### src/rtl/sdram_arbiter.sv
// Two-port Avalon-MM arbiter onto one SDRAM master port: round-robin grant, grant lock while
// SDRAM stalls, and an in-order ID FIFO that steers pipelined read data back to its issuer.
module sdram_arbiter #(
  parameter int DEPTH = 8
) (
  input  logic        clk,
  input  logic        rst_n,
  output logic        m0_waitrequest,
  input  logic [31:0] m0_address,
  input  logic        m0_read,
  input  logic        m0_write,
  input  logic [31:0] m0_writedata,
  output logic [31:0] m0_readdata,
  output logic        m0_readdatavalid,
  output logic        m1_waitrequest,
  input  logic [31:0] m1_address,
  input  logic        m1_read,
  input  logic        m1_write,
  input  logic [31:0] m1_writedata,
  output logic [31:0] m1_readdata,
  output logic        m1_readdatavalid,
  input  logic        sdram_waitrequest,
  output logic [31:0] sdram_address,
  output logic        sdram_read,
  output logic        sdram_write,
  output logic [31:0] sdram_writedata,
  input  logic [31:0] sdram_readdata,
  input  logic        sdram_readdatavalid,
  output logic        err_orphan
);

  localparam int AW = (DEPTH > 1) ? $clog2(DEPTH) : 1;
  localparam logic [AW:0] FULL_CNT = (AW + 1)'(DEPTH);

  // Handshake: a transfer happens at a rising edge where the requester asserts read/write
  // and sees waitrequest low; while waitrequest is high it holds command, address and data.
  logic          req0, req1;
  logic          grant_v, grant_id;
  logic          sel_read, sel_write;
  logic          fifo_empty, fifo_full;
  logic          pop, push, head_id;
  logic          rd_block, fwd_ok, present, accept;

  logic          lock_v_q, lock_v_d;
  logic          lock_id_q, lock_id_d;
  logic          last_q, last_d;
  logic          err_q, err_d;
  logic [DEPTH-1:0] id_mem_q, id_mem_d;
  logic [AW-1:0] wr_ptr_q, wr_ptr_d;
  logic [AW-1:0] rd_ptr_q, rd_ptr_d;
  logic [AW:0]   cnt_q, cnt_d;

  assign req0 = m0_read | m0_write;
  assign req1 = m1_read | m1_write;

  always_comb begin
    grant_v  = 1'b0;
    grant_id = 1'b0;
    if (lock_v_q) begin
      grant_v  = 1'b1;
      grant_id = lock_id_q;
    end else if (req0 & req1) begin
      grant_v  = 1'b1;
      grant_id = ~last_q;
    end else if (req0) begin
      grant_v  = 1'b1;
      grant_id = 1'b0;
    end else if (req1) begin
      grant_v  = 1'b1;
      grant_id = 1'b1;
    end
  end

  // A simultaneous read+write is a write; the read strobe is dropped.
  assign sel_write = grant_v & (grant_id ? m1_write : m0_write);
  assign sel_read  = grant_v & ~sel_write & (grant_id ? m1_read : m0_read);

  assign fifo_empty = (cnt_q == '0);
  assign fifo_full  = (cnt_q == FULL_CNT);
  assign pop        = sdram_readdatavalid & ~fifo_empty;
  assign head_id    = id_mem_q[rd_ptr_q];

  // A same-cycle pop frees a slot, so a full FIFO only blocks reads when nothing returns.
  assign rd_block = sel_read & fifo_full & ~pop;
  assign fwd_ok   = rst_n & grant_v & ~sdram_waitrequest & ~rd_block;
  assign present  = rst_n & (sel_write | (sel_read & ~rd_block));
  assign accept   = present & ~sdram_waitrequest;
  assign push     = accept & sel_read;

  assign sdram_read      = rst_n & sel_read & ~rd_block;
  assign sdram_write     = rst_n & sel_write;
  assign sdram_address   = grant_id ? m1_address : m0_address;
  assign sdram_writedata = grant_id ? m1_writedata : m0_writedata;

  assign m0_waitrequest   = ~(fwd_ok & ~grant_id);
  assign m1_waitrequest   = ~(fwd_ok & grant_id);
  assign m0_readdata      = sdram_readdata;
  assign m1_readdata      = sdram_readdata;
  assign m0_readdatavalid = rst_n & pop & ~head_id;
  assign m1_readdatavalid = rst_n & pop & head_id;
  assign err_orphan       = err_q;

  always_comb begin
    // Only a command actually on the SDRAM bus pins the grant; a read held back by a
    // full FIFO never reached SDRAM, so the other requester may still be served.
    lock_v_d  = present & sdram_waitrequest;
    lock_id_d = (present & sdram_waitrequest) ? grant_id : lock_id_q;
    last_d    = accept ? grant_id : last_q;
    err_d     = err_q | (sdram_readdatavalid & fifo_empty);

    id_mem_d = id_mem_q;
    if (push) begin
      id_mem_d[wr_ptr_q] = grant_id;
    end
    wr_ptr_d = wr_ptr_q + AW'(push);
    rd_ptr_d = rd_ptr_q + AW'(pop);

    cnt_d = cnt_q;
    if (push & ~pop) begin
      cnt_d = cnt_q + 1'b1;
    end else if (pop & ~push) begin
      cnt_d = cnt_q - 1'b1;
    end
  end

  always_ff @(posedge clk or negedge rst_n) begin
    if (!rst_n) begin
      lock_v_q  <= 1'b0;
      lock_id_q <= 1'b0;
      last_q    <= 1'b1;
      err_q     <= 1'b0;
      id_mem_q  <= '0;
      wr_ptr_q  <= '0;
      rd_ptr_q  <= '0;
      cnt_q     <= '0;
    end else begin
      lock_v_q  <= lock_v_d;
      lock_id_q <= lock_id_d;
      last_q    <= last_d;
      err_q     <= err_d;
      id_mem_q  <= id_mem_d;
      wr_ptr_q  <= wr_ptr_d;
      rd_ptr_q  <= rd_ptr_d;
      cnt_q     <= cnt_d;
    end
  end

endmodule

### config.mk
export PLATFORM = sky130hd
export DESIGN_NAME = sdram_arbiter
export DESIGN_NICKNAME = d
export VERILOG_FILES = /design/src/rtl/sdram_arbiter.sv
export SDC_FILE = /design/constraint.sdc
export NUM_CORES = 1
export LEC_CHECK = 0
export ABC_CLOCK_PERIOD_IN_PS = 5900
export CAP_MARGIN = 0
export CORE_AREA = 2 2 117 119
export DETAILED_ROUTE_END_ITERATION = 6
export DIE_AREA = 0 0 119 121
export SLEW_MARGIN = 20
export SYNTH_ARGS = -nofsm -noshare
export SYNTH_HDL_FRONTEND = slang
export SYNTH_SLANG_ARGS = --single-unit
### constraint.sdc
create_clock -name clk -period 5.9 [get_ports clk]
set_input_delay 1.18 -clock clk [delete_from_list [all_inputs] [get_ports clk]]
set_output_delay 1.18 -clock clk [all_outputs]
set_load 0.02 [all_outputs]
==> reports/metrics.csv <==
stage,metric,value,unit
run_status,status,"complete, no violations",
logic_synthesis,synthesized area per cell,9.97,um^2
sta,Final Critical Period,5.00,ns
sta,Slew headroom,54.8,%
sta,"Hold Vio Cnt, Final",0,
cells_and_area,nets,569,
logic_synthesis,Post-synth ARST share,100,%
cts,CTS Buffer Depth,2,
detailed_routing,routed via count,2310,
min_path,Min-Delay Path Class,flip-flop to flip-flop,
setup_path,Buf/Inv on CP,3,
pwr,Comb power frac,69.7,%
global_routing,first-pass GRT wire length,14800,um
setup_path,crit path max fanout,29,
logic_synthesis,YS warnings,0,
global_routing,vias in the first global route,2447,
cts,Num Clock Sinks,22,
detailed_routing,# DRC,0,
logic_synthesis,Synth Cell Area,2470,um^2
setup_path,Worst path top cell family by delay,buffers and inverters,
cts,clock slew at reported path FFs,0.06,ns
flow_run,maxcap violations,0,
logic_synthesis,sequential share of the synthesized area,22.3,%
logic_synthesis,Synth area leader,mux2_2,
placement,Post-DP Area,4300,um^2
global_routing,initial antenna violation count,1,
die,IO Pins,303,
cts,clock buffer count from CTS,3,
sta,Max Fclk,200,MHz
cts,setup bufs post-CTS,0,
pwr,Net Sw Frac,40.1,%
pwr,sw power,568,uW
detailed_routing,Antenna Violating Nets Remaining,0,
placement,RePlAce Congestion,0.807,
detailed_routing,First DRT Iteration DRCs,43,
sta,TNS Setup,0,ns
die,die extent in x,119,um
cells_and_area,total inserted antenna cells,0,
cts,TritonCTS clock tree,built,
detailed_routing,first-pass iteration count of the detailed router,4,
die,Initial Util,18.9,%
cts,CTS HTree Levels,1,
logic_synthesis,Synth cell types,37,
sta,Slew @ Worst Pin,0.676,ns
cells_and_area,share of layout cells above drive strength 1,22.4,%
setup_path,CP endpoint kind,primary output,
die,total core area,13100,um^2
global_routing,GRT Resource Usage Total,13.8,%
setup_path,CP Cell Sequence,clkdlybuf4s50_1 > o21ai_1 > nand2_1 > nand2_2 > buf_12 > mux2_2 > clkdlybuf4s50_1,
setup_path,Critical Path Max Stage Delay,0.57,ns
cts,Root Driver,clkbuf_16,
detailed_routing,vias per cell,4.07,
placement,Post-DP HPWL,9680,um
setup_path,CP Data Required Time,4.72,ns
setup_path,Crit path top cell by count,clkdlybuf4s50_1,
pwr,P_int,847,uW
sta,clk_skew,0.00140,ns
logic_synthesis,ys flop type,dfrtp_1,
sta,max-slew violations,0,
global_routing,grt total ovfl,0,
die,die height,121,um
setup_path,Worst setup SP type,primary input,
cells_and_area,design area,4380,um^2
detailed_routing,WL final,10700,um
die,row cnt,42,
cells_and_area,area growth from synthesis to layout,76.9,%
pwr,VDD IR max,0.000119,V
logic_synthesis,Yosys reg bits,22,
sta,crit share post-route,84.8,%
sta,final setup fails,0,
global_routing,largest net degree at the start of global routing,30,
pwr,sequential power share,20.2,%
setup_path,crit path DAT,3.82,ns
setup_path,CP max stage cell,clkdlybuf4s50_1,
placement,port bufs,206,
pwr,PwrDens,323,nW/um^2
pwr,Lkg Pwr,1.69,nW
logic_synthesis,post-synth top area share,32.8,%
detailed_routing,routed len/inst,18.8,um
cts,"Hold-fix buffers, CTS",0,
die,die area,14400,um^2
logic_synthesis,net count after synthesis,424,
logic_synthesis,top post-synthesis cells by area,"mux2_2 (33%), dfrtp_1 (21%), buf_4 (19%), ha_1 (3.5%), mux4_2 (1.8%)",
cts,Post-CTS Resized,0,
logic_synthesis,Syn Inst Count,248,
sta,RSZ-0062 raised after global routing,false,
setup_path,WS Path Type,primary input to primary output,
logic_synthesis,Post-synth EDFFs,0,
pwr,clock share of power,10.1,%
cts,clock latency on the worst-skew pair,0.25,ns
## stage by stage
step / hold slack [ns] / total power [mW] / setup slack [ns] / instances / utilization (%)
final: 0.462 / 1.42 / 0.897 / 568 / 33.4
after global routing: 0.507 / 1.50 / 0.750 / 568 / 33.4
after CTS: 0.470 / 1.44 / 0.829 / 568 / 33.4
after detailed placement: 0.452 / 1.29 / 0.842 / 564 / 32.8
after global placement: 0.449 / 1.27 / 0.897 / 564 / 32.8
after floorplan: 0.459 / 0.887 / 2.34 / 248 / -
## kinds of logic (layout without fill, tap and decap cells)
group	count (synthesis)	in the layout	synth area share, %
xor gates and xnor gates	6	6	2.12
AOI/OAI and AO/OA	16	16	5.21
and+or+nand+nor	41	41	7.94
muxes	78	78	36.4
DFF	22	22	22.3
adders and majority gates	8	8	4.35
buffers and inverters	77	221	21.7
## final cells by class
cell class | count | area, um^2
Timing Repair Buffer | 212 | 2120
Fill cell | 1320 | 8710
Tap cell | 176 | 220
Inverter | 5 | 18.8
Clock buffer | 4 | 78.8
Multi-Input combinational cell | 149 | 1390
Sequential cell | 22 | 552
## layer usage
layer	track usage, %	wire (um)
met5	0	0
met4	2.90	151
met3	4.09	963
met2	24.4	5320
met1	16.6	4270
## state kept, by name, indices dropped and copies added, names as in the netlist
name / flops
rd_ptr_q: 3
last_q: 1
err_orphan: 1
lock_id_q: 1
lock_v_q: 1
wr_ptr_q: 3
id_mem_q: 8
cnt_q: 4
## placed cells by master (no fill, tap or decap), drive strengths merged, types with 3 or more instances in the layout
master | Yosys | layout
ha | 7 | 7
mux2 | 75 | 75
clkbuf | 2 | 4
a21oi | 3 | 3
xor2 | 3 | 3
nand2b | 5 | 5
dfrtp | 21 | 21
inv | 5 | 5
buf | 70 | 6
o21ai | 4 | 4
nand2 | 12 | 12
xnor2 | 3 | 3
clkdlybuf4s50 | 0 | 206
nor2 | 10 | 10
nand3 | 3 | 3
## worst register-to-register path: cells and delay by family (launching register included)
family,cells,cell delay (ns)
AOI/OAI and AO/OA,4,0.99
adders and majority gates,2,0.48
and+or+nand+nor,3,0.47
DFF,1,0.47
xor gates and xnor gates,2,0.28
buffers and inverters,1,0.09
## worst paths after layout
| check | from | endpoint | slack [ns] | cells after the start |
|---|---|---|---|---|
| worst min-delay path | err_orphan$_DFF_PN0_ | err_orphan$_DFF_PN0_ | 0.46 | 1 |
| min in group asynchronous | rst_n | id_mem_q[1]$_DFFE_PN0P_ | 1.39 | 2 |
| worst max-delay path | m0_write | sdram_writedata[24] | 0.90 | 7 |
| worst max register to register | lock_v_q$_DFF_PN0_ | cnt_q[3]$_DFFE_PN0P_ | 3.01 | 12 |
| max in group asynchronous | rst_n | last_q$_DFFE_PN1N_ | 4.23 | 2 |
| worst min register to register | err_orphan$_DFF_PN0_ | err_orphan$_DFF_PN0_ | 0.46 | 1 |
## power by group through the flow
stage               Sequential [mW]  Clock [mW]  Combinational (mW)
finish                        0.286       0.143               0.986
global route                  0.297       0.155                1.05
CTS                           0.287       0.148                1.00
detailed placement            0.289           0               0.999
global placement              0.284           0               0.988
floorplan                     0.274           0               0.613
## synthesized netlist by cell type, drive strengths merged (3+ instances only)
| library cell | n |
|---|---|
| nor2 | 10 |
| xor2 | 3 |
| nand3 | 3 |
| a21oi | 3 |
| dfrtp | 21 |
| buf | 70 |
| inv | 5 |
| o21ai | 4 |
| nand2b | 5 |
| nand2 | 12 |
| mux2 | 75 |
| xnor2 | 3 |
| ha | 7 |
No activity file was read; power rests on OpenSTA's default activity.
